File: src/rtl/sd_pkg.sv
// Shared constants, state encoding and helpers for the SD sector-read path.
// Latency: n/a (package only).
// Backpressure: n/a (package only).
package sd_pkg;

  // SD single-block read opcode issued by the downstream read engine.
  localparam logic [7:0] SD_CMD17 = 8'h51;

  // Frame geometry: every stored line is the active pixels plus padding so a
  // line is a whole number of 16-bit words; sectors hold SECTOR_WORDS words.
  localparam int SECTOR_WORDS = 256;
  localparam int LINE_ACTIVE  = 1920;
  localparam int LINE_PAD     = 16;
  localparam int FRAME_LINES  = 1080;
  localparam int FRAME_WORDS  = FRAME_LINES * (LINE_ACTIVE + LINE_PAD);

  // Sectors per frame, rounded up so a partial last sector is still read.
  localparam logic [15:0] SECTORS_PER_FRAME_DEF =
    16'((FRAME_WORDS + SECTOR_WORDS - 1) / SECTOR_WORDS);

  typedef enum logic [2:0] {
    IDLE        = 3'd0,
    FRAME_START = 3'd1,
    ISSUE       = 3'd2,
    WAIT_ACK    = 3'd3,
    WAIT_DONE   = 3'd4,
    NEXT        = 3'd5,
    GAP         = 3'd6,
    DONE        = 3'd7
  } state_e;

  // Base sector of a frame; wraps modulo 2^32.
  function automatic logic [31:0] frame_base(input logic [31:0] start,
                                             input logic [7:0]  idx,
                                             input logic [31:0] stride);
    logic [31:0] idx_w;
    idx_w = {24'd0, idx};
    return start + idx_w * stride;
  endfunction

endpackage

File: src/rtl/sd_req_pulse.sv
// Purpose: registers the one-cycle rd_en request and times the wait for rd_busy.
// Latency: rd_en is high the cycle after fire; ack_timeout is combinational.
// Backpressure: fire is only raised by the parent when the FIFO has room.
//
// Ports:
//   sys_clk, sys_rst_n : clock, synchronous active-low reset
//   fire               : parent is issuing a request this cycle
//   wait_ack           : parent is waiting for rd_busy to rise
//   rd_busy            : read engine busy
//   rd_en              : registered one-cycle read request
//   ack_timeout        : ACK_TIMEOUT cycles spent waiting with no rd_busy
module sd_req_pulse #(
  parameter logic [3:0] ACK_TIMEOUT = 4'd8
) (
  input  logic sys_clk,
  input  logic sys_rst_n,
  input  logic fire,
  input  logic wait_ack,
  input  logic rd_busy,
  output logic rd_en,
  output logic ack_timeout
);

  logic       rd_en_q, rd_en_d;
  logic [3:0] wait_cnt_q, wait_cnt_d;

  always_comb begin
    rd_en_d    = fire;
    wait_cnt_d = 4'd0;
    // Counter only runs while waiting; any other state parks it at zero so a
    // reissue gets the full window again.
    if (wait_ack && !rd_busy) begin
      wait_cnt_d = wait_cnt_q + 4'd1;
    end
  end

  assign ack_timeout = wait_ack && !rd_busy && (wait_cnt_q == ACK_TIMEOUT - 4'd1);
  assign rd_en       = rd_en_q;

  always_ff @(posedge sys_clk) begin
    if (!sys_rst_n) begin
      rd_en_q    <= 1'b0;
      wait_cnt_q <= 4'd0;
    end else begin
      rd_en_q    <= rd_en_d;
      wait_cnt_q <= wait_cnt_d;
    end
  end

endmodule

File: src/rtl/sd_frame_rd_ctrl.sv
// Purpose: sequences single-sector reads through stored frames, toggling pic_c per frame.
// Latency: first rd_en of a frame 2 cycles after the pic_c toggle; one request in flight.
// Backpressure: holds in ISSUE while fifo_afull; frames start only on a pending frame_req.
//
// Ports:
//   sys_clk, sys_rst_n     : clock, synchronous active-low reset
//   init_end, play_en      : card ready / playback enable (levels)
//   frame_req              : one-cycle pulse, downstream wants the next frame
//   fifo_afull, rd_busy    : downstream FIFO almost full / read engine busy
//   rd_en, rd_addr         : one-cycle read request and its sector address
//   pic_c, frame_idx       : frame-switch flag and current frame index
//   frame_done, ctrl_busy  : end-of-frame pulse / state != IDLE
// Build option: define SD_RD_LOOP_EN to loop playback after the last frame;
// otherwise the block parks in DONE until play_en falls.
module sd_frame_rd_ctrl
  import sd_pkg::*;
#(
  parameter logic [31:0] START_SECTOR      = 32'h0000_4000,
  parameter logic [15:0] SECTORS_PER_FRAME = SECTORS_PER_FRAME_DEF,
  parameter logic [31:0] FRAME_STRIDE      = 32'd8192,
  parameter logic [7:0]  NUM_FRAMES        = 8'd1,
  parameter logic [3:0]  ACK_TIMEOUT       = 4'd8
) (
  input  logic        sys_clk,
  input  logic        sys_rst_n,
  input  logic        init_end,
  input  logic        play_en,
  input  logic        frame_req,
  input  logic        fifo_afull,
  input  logic        rd_busy,
  output logic        rd_en,
  output logic [31:0] rd_addr,
  output logic        pic_c,
  output logic [7:0]  frame_idx,
  output logic        frame_done,
  output logic        ctrl_busy
);

  state_e      state_q, state_d;
  logic [31:0] rd_addr_q, rd_addr_d;
  logic [15:0] sec_cnt_q, sec_cnt_d;
  logic [7:0]  frame_idx_q, frame_idx_d;
  logic        pic_c_q, pic_c_d;
  logic        frame_done_q, frame_done_d;
  logic        req_pend_q, req_pend_d;

  logic        fire;
  logic        ack_timeout;
  logic        last_frame;

  assign fire       = (state_q == ISSUE) && !fifo_afull;
  assign last_frame = (frame_idx_q == NUM_FRAMES - 8'd1);

  sd_req_pulse #(
    .ACK_TIMEOUT (ACK_TIMEOUT)
  ) u_req_pulse (
    .sys_clk     (sys_clk),
    .sys_rst_n   (sys_rst_n),
    .fire        (fire),
    .wait_ack    (state_q == WAIT_ACK),
    .rd_busy     (rd_busy),
    .rd_en       (rd_en),
    .ack_timeout (ack_timeout)
  );

  always_comb begin
    state_d      = state_q;
    rd_addr_d    = rd_addr_q;
    sec_cnt_d    = sec_cnt_q;
    frame_idx_d  = frame_idx_q;
    pic_c_d      = pic_c_q;
    frame_done_d = 1'b0;
    req_pend_d   = req_pend_q;

    case (state_q)
      IDLE: begin
        if (init_end && play_en && req_pend_q) state_d = FRAME_START;
      end
      FRAME_START: begin
        state_d = ISSUE;
      end
      ISSUE: begin
        if (!fifo_afull) state_d = WAIT_ACK;
      end
      WAIT_ACK: begin
        if (rd_busy)          state_d = WAIT_DONE;
        else if (ack_timeout) state_d = ISSUE;   // reissue, address unchanged
      end
      WAIT_DONE: begin
        if (!rd_busy) state_d = NEXT;
      end
      NEXT: begin
        if (sec_cnt_q < SECTORS_PER_FRAME - 16'd1) begin
          sec_cnt_d = sec_cnt_q + 16'd1;
          rd_addr_d = rd_addr_q + 32'd1;
          state_d   = ISSUE;
        end else begin
          frame_done_d = 1'b1;
`ifdef SD_RD_LOOP_EN
          frame_idx_d = last_frame ? 8'd0 : frame_idx_q + 8'd1;
          state_d     = GAP;
`else
          if (last_frame) begin
            state_d = DONE;
          end else begin
            frame_idx_d = frame_idx_q + 8'd1;
            state_d     = GAP;
          end
`endif
        end
      end
      GAP: begin
        if (!play_en)        state_d = IDLE;
        else if (req_pend_q) state_d = FRAME_START;
      end
      DONE: begin
        if (!play_en) begin
          state_d     = IDLE;
          frame_idx_d = 8'd0;
        end
      end
      default: state_d = IDLE;
    endcase

    // Frame setup happens on the edge into FRAME_START so the new pic_c and
    // base address are already visible during that cycle; this gives the
    // read engine two cycles to restart its counters before the first rd_en.
    if (state_d == FRAME_START) begin
      pic_c_d    = ~pic_c_q;
      rd_addr_d  = frame_base(START_SECTOR, frame_idx_q, FRAME_STRIDE);
      sec_cnt_d  = 16'd0;
      req_pend_d = 1'b0;
    end

    // A request landing on the consuming edge is kept for the next frame.
    if (frame_req) req_pend_d = 1'b1;
  end

  always_ff @(posedge sys_clk) begin
    if (!sys_rst_n) begin
      state_q      <= IDLE;
      rd_addr_q    <= START_SECTOR;
      sec_cnt_q    <= 16'd0;
      frame_idx_q  <= 8'd0;
      pic_c_q      <= 1'b0;
      frame_done_q <= 1'b0;
      req_pend_q   <= 1'b0;
    end else begin
      state_q      <= state_d;
      rd_addr_q    <= rd_addr_d;
      sec_cnt_q    <= sec_cnt_d;
      frame_idx_q  <= frame_idx_d;
      pic_c_q      <= pic_c_d;
      frame_done_q <= frame_done_d;
      req_pend_q   <= req_pend_d;
    end
  end

  assign rd_addr    = rd_addr_q;
  assign pic_c      = pic_c_q;
  assign frame_idx  = frame_idx_q;
  assign frame_done = frame_done_q;
  assign ctrl_busy  = (state_q != IDLE);

endmodule

File: config.mk
export PLATFORM = sky130hd
export DESIGN_NAME = sd_frame_rd_ctrl
export DESIGN_NICKNAME = d
export VERILOG_FILES = /design/src/rtl/sd_pkg.sv /design/src/rtl/sd_req_pulse.sv /design/src/rtl/sd_frame_rd_ctrl.sv
export SDC_FILE = /design/constraint.sdc
export NUM_CORES = 1
export LEC_CHECK = 0
export ABC_CLOCK_PERIOD_IN_PS = 3500
export BUFFER_PORTS_ARGS = -buffer_cell sky130_fd_sc_hd__buf_2
export CORE_MARGIN = 5
export CORE_UTILIZATION = 30
export CTS_CLUSTER_SIZE = 20
export DETAILED_ROUTE_END_ITERATION = 8
export HOLD_SLACK_MARGIN = 0.06
export PLACE_DENSITY = 0.53
export SYNTH_ARGS = -nofsm -noshare
export SYNTH_HDL_FRONTEND = slang
export SYNTH_HIERARCHICAL = 1
export SYNTH_SLANG_ARGS = --single-unit
File: constraint.sdc
create_clock -name sys_clk -period 3.5 [get_ports sys_clk]
set_input_delay 0.175 -clock sys_clk [delete_from_list [all_inputs] [get_ports sys_clk]]
set_output_delay 0.175 -clock sys_clk [all_outputs]
set_load 0.02 [all_outputs]
# Word-level counts from Yosys, hierarchy flattened
# Cells that the tools add are included.
[op_classes]
n_lt_le_gt_ge = 1
n_bitwise = 2
n_eq_ne = 12
reduce_logical = 20
n_addsub = 5
muxes = 21
[ops]
columns = ["cell", "n"]
rows = [
  ["$mux 32", 3],
  ["$add 32x1->32 const B", 1],
  ["$mux 3", 9],
  ["$mux 8", 3],
  ["$pmux 3 s8", 1],
  ["$add 15x21->22 const A", 1],
  ["$add 16x1->16 const B", 1],
  ["$lt 16x13->1 const B", 1],
  ["$pmux 8 s2", 1],
  ["$eq 3x3->1 const B", 4],
  ["$add 8x1->8 const B", 1],
  ["$logic_not 8->1", 1],
  ["$reduce_and 2->1", 4],
  ["$reduce_bool 2->1", 4],
  ["$eq 3x1->1 const B", 2],
  ["$eq 3x2->1 const B", 2],
  ["$ne 2x2->1 const B", 3],
  ["$logic_and 1x1->1", 5],
  ["$add 4x1->4 const B", 1],
  ["$eq 4x3->1 const B", 1],
  ["$mux 1", 4],
  ["$reduce_and 4->1", 1],
  ["$logic_not 3->1", 1],
  ["$reduce_bool 3->1", 1],
  ["other kinds (3)", 5],
]
[totals]
in_bits = 7
register_bits = 67
out_inout_bits = 44
word_cells = 70

# Depth between registers and ports, before layout
# Gate-level depths: netlist of run 1.
[depth]
depth_word = 9
mapped_depth = 11
mapped_depth_nobuf = 9

# Hierarchy
# Netlist of run 1, hierarchy kept.
[modules_own_cells]
columns = ["module", "cells_each", "seq_area_each_um2", "area_each_um2", "n_inst"]
rows = [
  ["sd_frame_rd_ctrl", 360, 1241.2, 3143.0, 1],
  ["sd_req_pulse", 19, 100.1, 203.9, 1],
]

# Worst setup path before layout of run 1
# Ideal clock, no wire load.
[synth_path]
path_kind = "register to register"
from = "register state_q[2]"
to = "register rd_addr_q[19], in the netlist rd_addr[19]"
setup_ns = 0.131
arrival_time_ns = 2.361
synth_period_minus_slack_ns = 2.492
required_ns = 3.369
stages_incl_launch_ff = 12
slack_ns = 1.008
cell_sequence = "dfxtp_1 > buf_2 > inv_1 > and3_1 > nor4b_2 > or4bb_1 > a21oi_1 > o22ai_1 > a211o_4 > buf_6 > o31ai_1 > a21oi_1"
[synth_via]
elab_chain_len = 9
elab_cells_between_ends = 24
cone_classes = "eq/ne: 8; mux: 10; reduce/logical: 6"
[synth_rtl]
columns = ["item", "line", "rtl"]
rows = [
  ["start, declared", "sd_frame_rd_ctrl.sv:39", "state_e state_q, state_d;"],
  ["start signal, assigned", "sd_frame_rd_ctrl.sv:149", "state_q <= state_d;"],
  ["$eq 3x2->1 *", "sd_frame_rd_ctrl.sv:60", ".wait_ack (state_q == WAIT_ACK),"],
  ["$logic_and 1x1->1 * (2 in series)", "sd_req_pulse.sv:37", "assign ack_timeout = wait_ack && !rd_busy && (wait_cnt_q == ACK_TIMEOUT - 4'd1);"],
  ["net ack_timeout", "sd_frame_rd_ctrl.sv:48", "logic ack_timeout;"],
  ["$mux 3 *", "sd_frame_rd_ctrl.sv:87", "else if (ack_timeout) state_d = ISSUE;"],
  ["$mux 3 *", "sd_frame_rd_ctrl.sv:86", "if (rd_busy) state_d = WAIT_DONE;"],
  ["$pmux 3 s8 *", "sd_frame_rd_ctrl.sv:75", "case (state_q)"],
  ["$eq 3x1->1 *", "sd_frame_rd_ctrl.sv:128", "if (state_d == FRAME_START) begin"],
  ["$reduce_bool 2->1 (no source line)", "n/a", ""],
  ["$reduce_and 2->1 (no source line)", "n/a", ""],
  ["end signal, assigned", "sd_frame_rd_ctrl.sv:150", "rd_addr_q <= rd_addr_d;"],
  ["end, declared", "sd_frame_rd_ctrl.sv:40", "logic [31:0] rd_addr_q, rd_addr_d;"],
]
# The timed path passes the listed nets; every way through them passes the cells marked *.
# A chain may end at the register's enable or synchronous reset.

# Worst setup path after layout of run 1
[layout_path]
from = "register state_q[2]"
to = "register rd_addr_q[3], in the netlist rd_addr[3]"
# The elaborated chain is that of the path after synthesis.

==> run summary, run 1 <==
Max Clock Skew: 0.01165 ns
Met3 global-route usage: 4.282%
Vias in the first global route: 2722
VDD IR-drop max: 228.6 uV
First-pass GRT wire length: 13.08 mm
Max Cap Violations: 0
Cells along the critical path: inv_1 > and3_1 > nor4b_2 > or4bb_1 > a21oi_1 > o22ai_1 > a211o_4 > nand2_2 > buf_12 > nor2_1
Total power: 1.772 mW
Crit Path Category: flop to flop
Reg2Reg Depth: 10
CTS sink cnt: 67
Final hold violation count: 0
Final WL: 7.575 mm
Row Count: 38
Synth Register Bits: 67
WP data required: 3.74 ns
Hold buffer count at cts: 1
Initial Util: 30.74%
Status: complete, no violations
Post-layout min period: 2.947 ns
Reg-to-reg setup timing slack: 0.55 ns
Cell Pwr Density: 452.0 nW/um2
Cell variety after synth: 60
Setup bufs post-CTS: 0
Die X: 115.6 um
H-tree levels: 3
Detail Route Antenna Nets: 0
WL/cell: 13.29 um
Num CTS Buffers: 9
Vias/cell: 4.842
Setup tns final: 0 ns
Synth Area per Inst: 8.831 um2
Worst-margin pin slew: 0.6512 ns
LEAKAGE: 1.525 nW
Register area: 1341 um2
Grt met2 use: 18.90%
CTS tree: yes
Die area: 13370 um2
Multi-input gate area: 1863 um2
GRT overflow: 0
Ys flop type: dfxtp_1
Vias: 2760
Slew headroom: 56.35%
Hold path cells: 3
Largest net degree at the start of global routing: 26
Initial antenna violation count: 0
Core area: 10890 um2
Post-Syn Area: 3347 um2
Gpl congestion: 0.7616
DP Wirelength: 5.407 mm
Hold_ws: 0.1340 ns
Arr. time, crit path: 3.18 ns
Drt drc: 0
Area growth syn-to-layout: 17.12%
HP Class: primary input to flop
WHS Endpoint: u_req_pulse/rd_en$_SDFF_PN0_
Register area share after synthesis: 40.07%
Reg2Reg Launch Point: state_q[2]$_SDFF_PN0_
Critical hold path startpoint: fifo_afull
Fin nets: 438
Max stage delay on crit path: 0.52 ns
Fraction of registers with async set/reset: 0%
RR Endpoint: rd_addr[3]$_SDFFE_PN0P_
Clk buf depth: 2
RSZ-0062 raised after global routing: no
CP Max Fanout: 24
GRT Util Overall: 12.15%
CP max-delay cell: dfxtp_1
Max Slew Vio Count: 0
Resize count post-CTS: 0
Iteration-0 DRC count of the detailed router: 91
# diodes: 0
Clock transition at path regs: 0.08 ns
Final setup viols: 0
Layout cell share with drive strength beyond 1: 20.23%
First-pass detailed-route iteration total: 4
Final-layout fill cell count: 1118
Syn_nets: 392
Port Buffer Count: 50
Max Fclk: 339.3 MHz
Crit start category: flop
Root buf cell: clkbuf_8
Worst-Skew Late Latency: 0.35 ns
Post-synth EDFFs: 0
Tcrit/Tclk final: 84.20%
Ys Warns: 6
Ports: 51
Most Crowded Layer GR: met2
Cells after Synth: 379
Crit. End Element: flop
GR Util met1: 15.97%
Floorplan die height: 115.6 um
-- critical path, delay by kind of cell (launching register included) --
family                 cells  cell delay (ns)
buffers and inverters      2             0.32
AO/OA/AOI/OAI              3             0.74
AND/OR/NAND/NOR            5             1.24
flip-flops                 1             0.52
-- kinds of logic (layout without fill, tap and decap cells) --
family	Yosys count	after routing	synth area share, %
multiplexers	2	2	0.6355
AO/OA/AOI/OAI	47	47	9.421
AND/OR/NAND/NOR	184	184	31.33
adder cells (fa/ha/maj)	6	6	2.243
flip-flops	67	67	40.07
buffers and inverters	27	78	4.261
XOR/XNOR	46	46	12.04
-- where the power goes --
part,switching (mW),total [mW],internal [mW]
clock,0.312,0.683,0.370
sequential,0.0485,0.846,0.797
combinational,0.153,0.243,0.0903
-- final cells by class --
| class | instances | share of cell area [%] |
|---|---|---|
| Inverter | 7 | 0.6703 |
| Multi-Input combinational cell | 285 | 47.53 |
| Sequential cell | 67 | 34.22 |
| Clock inverter | 5 | 1.532 |
| Timing Repair Buffer | 55 | 7.724 |
| Tap cell | 140 | 4.469 |
| Clock buffer | 11 | 3.862 |
-- placed cells by master (no fill, tap or decap), types with 2 or more instances in the layout --
cell type	n
a211o_1	2
a21boi_0	2
a21oi_1	12
a31oi_1	3
and2_1	8
and3_1	12
and4_1	4
buf_2	50
buf_4	3
clkbuf_8	11
dfxtp_1	67
ha_1	6
inv_1	7
nand2_1	27
nand3_1	22
nand3b_1	2
nand4_1	20
nor2_1	51
nor3_1	6
nor3_2	3
nor4_2	2
nor4b_1	3
o2111ai_1	3
o211ai_1	2
o21a_1	4
o21ai_0	10
o22ai_1	3
or3_1	5
xnor2_1	18
xor2_1	28
-- how the worst max path moves through the flow --
stage	from	to	slack, ns	depth (start not counted)
floorplan	state_q[2]$_SDFF_PN0_	rd_addr[19]$_SDFFE_PN0P_	1.01	11
global placement	state_q[2]$_SDFF_PN0_	rd_addr[28]$_SDFFE_PN0P_	0.64	10
detailed placement	state_q[2]$_SDFF_PN0_	sec_cnt_q[2]$_SDFFE_PP0P_	0.58	10
CTS	state_q[2]$_SDFF_PN0_	rd_addr[3]$_SDFFE_PN0P_	0.55	10
global route	state_q[2]$_SDFF_PN0_	sec_cnt_q[2]$_SDFFE_PP0P_	0.29	10
finish	state_q[2]$_SDFF_PN0_	rd_addr[3]$_SDFFE_PN0P_	0.55	10
-- metrics by stage --
step | util [%] | worst slack, ns | area (um2) | cells
floorplan | - | 1.008 | 3347 | 379
global placement | 33.97 | 0.6416 | 3699 | 553
detailed placement | 33.97 | 0.5783 | 3699 | 553
CTS | 36.00 | 0.5529 | 3920 | 570
global route | 36.00 | 0.2945 | 3920 | 570
finish | 36.00 | 0.5531 | 3920 | 570
-- synth_stat cells (2+ instances only) --
master     instances  share of area [%]
ha_1               6                2.2
a211o_1            2               0.52
a21oi_1           12                1.8
and3_1            12                2.2
nor4_2             2               0.75
buf_4              4               0.90
xor2_1            28                7.3
nor3_1             6               0.90
nand3_1           22                3.3
inv_1              7               0.79
and4_1             4                1.0
nand3b_1           2               0.45
clkbuf_1           9                1.0
and2_1             8                1.5
o211ai_1           2               0.45
buf_6              3                1.0
o21a_1             4               0.90
o21ai_0           10                1.5
a21boi_0           2               0.45
dfxtp_1           67                 40
nor4b_1            3               0.79
nor2_1            51                5.7
buf_2              2               0.30
o22ai_1            3               0.56
nand2_1           27                3.0
nand4_1           20                3.7
o2111ai_1          3               0.79
a31oi_1            3               0.56
xnor2_1           18                4.7
or3_1              5               0.93
nor3_2             3               0.90
-- sequential cells by signal, summed over array words and instances, names as in the netlist --
name                    cells
pic_c                       1
u_req_pulse/rd_en           1
frame_idx                   8
frame_done                  1
u_req_pulse/wait_cnt_q      4
state_q                     3
req_pend_q                  1
rd_addr                    32
sec_cnt_q                  16
-- per-layer routing --
metal  up-vias  part of all wire (%)
met3         6                   4.4
met2        46                    46
met5         -                     0
met1      1281                    49
met4         0                   1.0
li1       1427                     -
(Power assumes the default switching activity.)
==> inputs of run 2 (changes only) <==
ABC_CLOCK_PERIOD_IN_PS = 3080   (was 3500)
clock period = 3.08 ns   (was 3.5 ns; I/O delays follow)
==> run summary, run 2 (synthesized netlist as in run 1, its figures left out) <==
Max Cap Violations: 0 (unchanged)
CP Max Fanout: 26 (was 24)
RSZ-0062 raised after global routing: no (unchanged)
Final hold violation count: 0 (unchanged)
GRT Util Overall: 12.25% (was 12.15%)
Max Slew Vio Count: 0 (unchanged)
Worst Setup EP: rd_addr[23]$_SDFFE_PN0P_ (was rd_addr[3]$_SDFFE_PN0P_)
Reg-to-reg setup timing slack: 0.43 ns (was 0.55 ns)
Tcrit/Tclk final: 86.15% (was 84.20%)
Post-DP Area: 3706 um2 (was 3699 um2)
Setup tns final: 0 ns (unchanged)
Worst-Skew Late Latency: 0.35 ns (about the same)
First-pass GRT wire length: 13.30 mm (was 13.08 mm)
WP data required: 3.32 ns (was 3.74 ns)
Iteration-0 DRC count of the detailed router: 114 (was 91)
GRT overflow: 0 (unchanged)
Post-layout min period: 2.653 ns (was 2.947 ns)
Root buf cell: clkbuf_8 (unchanged)
Final instance area: 3919 um2 (was 3920 um2)
Final WL: 7.798 mm (was 7.575 mm)
# diodes: 0 (unchanged)
Core area: 10890 um2 (unchanged)
Cell Pwr Density: 510.6 nW/um2 (was 452.0 nW/um2)
Area growth syn-to-layout: 17.08% (was 17.12%)
Gpl congestion: 0.7416 (was 0.7616)
Smallest setup slack after layout: 0.4267 ns (was 0.5531 ns)
Detail Route Antenna Nets: 0 (unchanged)
Initial antenna violation count: 0 (unchanged)
Max Clock Skew: 0.01160 ns (was 0.01165 ns)
Slew headroom: 57.20% (was 56.35%)
Most common cell after layout, fill and taps aside: dfxtp_1 (unchanged)
Reg2Reg Depth: 9 (was 10)
Critical Path Source: state_q[1]$_SDFF_PN0_ (was state_q[2]$_SDFF_PN0_)
Most frequent cells in the layout: dfxtp_1 (67), nor2_1 (51), buf_2 (50), xor2_1 (28), nand2_1 (27) (unchanged)
Worst-margin pin slew: 0.6386 ns (was 0.6512 ns)
Setup bufs post-CTS: 0 (unchanged)
Clock transition at path regs: 0.08 ns (about the same)
Crit start category: flop (unchanged)
Status: complete, no violations (unchanged)
Crit. End Element: flop (unchanged)
Fin nets: 439 (was 438)
Resize count post-CTS: 0 (unchanged)
Flip-flop count of the largest register after layout: 32 (unchanged)
CTS tree: yes (unchanged)
Vias in the first global route: 2823 (was 2722)
WL/cell: 13.66 um (was 13.29 um)
Crit Path Category: flop to flop (unchanged)
Die X: 115.6 um (unchanged)
CTS sink cnt: 67 (unchanged)
Layout cell share with drive strength beyond 1: 20.42% (was 20.23%)
Fin util: 35.99% (was 36.00%)
Arr. time, crit path: 2.89 ns (was 3.18 ns)
Drt drc: 0 (unchanged)
Pre-CTS WS: 0.4356 ns (was 0.5783 ns)
HP Class: primary input to flop (unchanged)
Vias/cell: 4.893 (was 4.842)
Largest net degree at the start of global routing: 27 (was 26)
LEAKAGE: 1.526 nW (was 1.525 nW)
Max Fclk: 376.9 MHz (was 339.3 MHz)
DP Wirelength: 5.514 mm (was 5.407 mm)
Num CTS Buffers: 9 (unchanged)
Die area: 13370 um2 (unchanged)
Vias: 2794 (was 2760)
Port Buffer Count: 50 (unchanged)
Clk buf depth: 2 (unchanged)
Floorplan die height: 115.6 um (unchanged)
Hold_ws: 0.1121 ns (was 0.1340 ns)
VDD IR-drop max: 294.4 uV (was 228.6 uV)
Final setup viols: 0 (unchanged)
Row Count: 38 (unchanged)
First-pass detailed-route iteration total: 4 (unchanged)
Ports: 51 (unchanged)
H-tree levels: 3 (unchanged)
Reg2Reg Launch Point: state_q[1]$_SDFF_PN0_ (was state_q[2]$_SDFF_PN0_)
RR Endpoint: rd_addr[23]$_SDFFE_PN0P_ (was rd_addr[3]$_SDFFE_PN0P_)
Initial Util: 30.74% (unchanged)
-- run 2: cell types whose count changed in the layout (fill, tap and decap cells not counted), sizes merged --
cell	delta
clkbuf	-1
clkinv	+2
buf	+1
inv	-1
-- run 2: layout make-up --
type                    count  area (um2)
clock inverters             6       65.06
flip-flops and latches     67        1341
fillers                  1121        6969
inverters                   7       26.28
clock buffers              10       137.6
well taps                 140       175.2
repair buffers             56       310.3
multi-input cells         285        1863
-- run 2: worst max-delay path, cell delays in order, from the launching register on --
cell and delay, ns:
dfxtp_1 0.42, and3_1 0.25, nor4b_2 0.16, or4bb_1 0.46, a21oi_1 0.15, o22ai_1 0.12, a211o_4 0.45, nand2_2 0.25
buf_12 0.21, nor2_1 0.06
-- run 2: timing repair --
action / in CTS / in global routing
hold endpoints to repair: 1 / 0
endpoints found under the setup margin: 0 / 0
hold buffers: 1 / 0
-- run 2: power by group --
group | internal (mW) | switching, mW | leakage [nW]
Sequential | 0.906 | 0.0563 | 0.541
Combinational | 0.103 | 0.175 | 0.883
Clock | 0.396 | 0.364 | 0.102
Total | 1.40 | 0.596 | 1.53
-- run 2: per-stage QoR --
step,instances,power [mW]
after CTS,571,2.028
after floorplan,379,1.180
after detailed placement,554,1.264
after global routing,571,2.099
after global placement,554,1.259
final,571,2.001
-- run 2: layer usage --
layer / track usage, % / up-vias / part of all wire (%)
li1: - / 1428 / -
met1: 15.86 / 1311 / 48
met2: 19.91 / 46 / 46
met3: 3.499 / 9 / 4.7
met4: 3.712 / 0 / 1.2
met5: 0 / - / 0
-- run 2: worst min path at each step --
stage	startpoint	endpoint	slack (ns)	cells past startpoint
3_5_place_dp	frame_req	req_pend_q$_SDFFE_PN0P_	0.38	3
6_report	fifo_afull	u_req_pulse/rd_en$_SDFF_PN0_	0.11	3
5_1_grt	fifo_afull	u_req_pulse/rd_en$_SDFF_PN0_	0.12	3
3_3_place_gp	frame_req	req_pend_q$_SDFFE_PN0P_	0.38	3
4_1_cts	fifo_afull	u_req_pulse/rd_en$_SDFF_PN0_	0.1	3
2_1_floorplan	frame_req	req_pend_q$_SDFFE_PN0P_	0.27	2
==> inputs of run 3 (changes only) <==
ABC_CLOCK_PERIOD_IN_PS = 2700   (was 3080)
clock period = 2.7 ns   (was 3.08 ns; I/O delays follow)
==> run summary, run 3 (synthesized netlist as in run 1, its figures left out) <==
Status: complete, no violations (unchanged)
Max Slew Vio Count: 0 (unchanged)
Fin util: 36.78% (was 35.99%)
Post-DP Area: 3744 um2 (was 3706 um2)
Slew headroom: 62.12% (was 57.20%)
RSZ-0062 raised after global routing: no (unchanged)
Arr. time, crit path: 2.74 ns (was 2.89 ns)
Core area: 10890 um2 (unchanged)
CTS tree: yes (unchanged)
WL/cell: 13.16 um (was 13.66 um)
Final Non-Filler Cells: 576 (was 571)
Setup bufs post-CTS: 0 (unchanged)
Worst-margin pin slew: 0.5651 ns (was 0.6386 ns)
Gpl congestion: 0.7859 (was 0.7416)
Drt drc: 0 (unchanged)
Hold_ws: 0.1064 ns (was 0.1121 ns)
Reg-to-reg setup timing slack: 0.20 ns (was 0.43 ns)
Final WL: 7.578 mm (was 7.798 mm)
Vias in the first global route: 2761 (was 2823)
Cell Pwr Density: 605.2 nW/um2 (was 510.6 nW/um2)
Pre-CTS WS: 0.1898 ns (was 0.4356 ns)
Initial antenna violation count: 0 (unchanged)
Port Buffer Count: 50 (unchanged)
Worst-Skew Late Latency: 0.34 ns (was 0.35 ns)
Cells along the critical path: inv_1 > and3_1 > nor4b_2 > or4bb_1 > a21oi_1 > o22ai_1 > a211o_4 > nand2_2 > buf_12 > nor2_1 (was and3_1 > nor4b_2 > or4bb_1 > a21oi_1 > o22ai_1 > a211o_4 > nand2_2 > buf_12 > nor2_1)
Final instance area: 4005 um2 (was 3919 um2)
Crit. End Element: flop (unchanged)
DP Wirelength: 5.540 mm (was 5.514 mm)
Total power: 2.424 mW (was 2.001 mW)
Vias: 2841 (was 2794)
Detail Route Antenna Nets: 0 (unchanged)
Most frequent cells in the layout: dfxtp_1 (67), nor2_1 (50), buf_2 (50), xor2_1 (28), nand2_1 (27) (was dfxtp_1 (67), nor2_1 (51), buf_2 (50), xor2_1 (28), nand2_1 (27))
Post-layout min period: 2.501 ns (was 2.653 ns)
H-tree levels: 3 (unchanged)
Largest net degree at the start of global routing: 37 (was 27)
Tcrit/Tclk final: 92.64% (was 86.15%)
LEAKAGE: 1.585 nW (was 1.526 nW)
Final hold violation count: 0 (unchanged)
Final-layout fill cell count: 1130 (was 1121)
Clock transition at path regs: 0.07 ns (was 0.08 ns)
WP data required: 2.94 ns (was 3.32 ns)
Final setup viols: 0 (unchanged)
CTS sink cnt: 67 (unchanged)
First-pass GRT wire length: 13.26 mm (was 13.30 mm)
Max stage delay on crit path: 0.46 ns (about the same)
Max Clock Skew: 0.008383 ns (was 0.01160 ns)
First-pass detailed-route iteration total: 4 (unchanged)
Die area: 13370 um2 (unchanged)
Die X: 115.6 um (unchanged)
CP max-delay cell: or4bb_1 (unchanged)
Flip-flop count of the largest register after layout: 32 (unchanged)
Num CTS Buffers: 9 (unchanged)
Area growth syn-to-layout: 19.66% (was 17.08%)
Cell family with most CP delay: simple AND/OR/NAND/NOR gates (unchanged)
DP Cell Count: 559 (was 554)
Clk buf depth: 2 (unchanged)
Crit start category: flop (unchanged)
Smallest setup slack after layout: 0.1988 ns (was 0.4267 ns)
Row Count: 38 (unchanged)
Ports: 51 (unchanged)
Vias/cell: 4.932 (was 4.893)
VDD IR-drop max: 245.0 uV (was 294.4 uV)
Floorplan die height: 115.6 um (unchanged)
Crit Path Category: flop to flop (unchanged)
GRT overflow: 0 (unchanged)
Max Cap Violations: 0 (unchanged)
Max Fclk: 399.8 MHz (was 376.9 MHz)
GRT Util Overall: 12.23% (was 12.25%)
Setup tns final: 0 ns (unchanged)
Most common cell after layout, fill and taps aside: dfxtp_1 (unchanged)
Root buf cell: clkbuf_8 (unchanged)
HP Class: primary input to flop (unchanged)
Fin nets: 444 (was 439)
Initial Util: 30.74% (unchanged)
CP Max Fanout: 36 (was 26)
# diodes: 0 (unchanged)
Buf+Inv Stages, Crit Path: 2 (was 1)
Layout cell share with drive strength beyond 1: 21.56% (was 20.42%)
Iteration-0 DRC count of the detailed router: 103 (was 114)
[run 3: cell count changes in the layout (fill, tap and decap cells not counted)]
cell	before	now
buf_4	4	9
bufinv_16	1	3
clkbuf_8	10	9
clkinv_4	2	1
nor2_1	51	50
nor2_2	1	2
nor4_2	2	1
nor4_4	1	2
[run 3: path summary, 6_finish.rpt]
path / from / end / cells past startpoint
worst max register to register: state_q[2]$_SDFF_PN0_ / sec_cnt_q[7]$_SDFFE_PP0P_ / 10
worst min register to register: u_req_pulse/wait_cnt_q[0]$_SDFF_PN0_ / u_req_pulse/wait_cnt_q[0]$_SDFF_PN0_ / 1
worst min-delay path: fifo_afull / u_req_pulse/rd_en$_SDFF_PN0_ / 3
worst max-delay path: state_q[2]$_SDFF_PN0_ / sec_cnt_q[7]$_SDFFE_PP0P_ / 10
[run 3: power by group]
part	internal (mW)	total [mW]	switching (mW)
clock network	0.611	1.00	0.389
logic	0.125	0.340	0.215
registers	1.03	1.08	0.0500
total	1.77	2.42	0.654
[run 3: routing by layer]
| layer | vias to the layer above | wire [um] | track usage [%] |
|---|---|---|---|
| met5 | - | 0 | 0 |
| met4 | 0 | 121 | 4.254 |
| met3 | 12 | 313 | 3.185 |
| met2 | 55 | 3466 | 19.10 |
| met1 | 1334 | 3675 | 16.44 |
| li1 | 1440 | - | - |
[run 3: layout make-up]
| type | count | area, um2 | share of cell area (%) |
|---|---|---|---|
| inverter | 7 | 26.28 | 0.6560 |
| tap | 140 | 175.2 | 4.374 |
| clock buffer | 9 | 123.9 | 3.093 |
| clock inverter | 7 | 116.4 | 2.905 |
| sequential | 67 | 1341 | 33.49 |
| timing repair buffer | 61 | 347.8 | 8.685 |
| multi-input combinational | 285 | 1874 | 46.80 |
[run 3: what timing repair did]
action / CTS / global route
endpoints found under the setup margin: 0 / 6
resized for setup: 0 / 2
hold buffers: 1 / 0
hold endpoints to repair: 1 / 0
[run 3: tightest hold or removal path: stages]
cell	delay, ns
buf_2	0.09
nor4b_1	0.04
and2_1	0.14
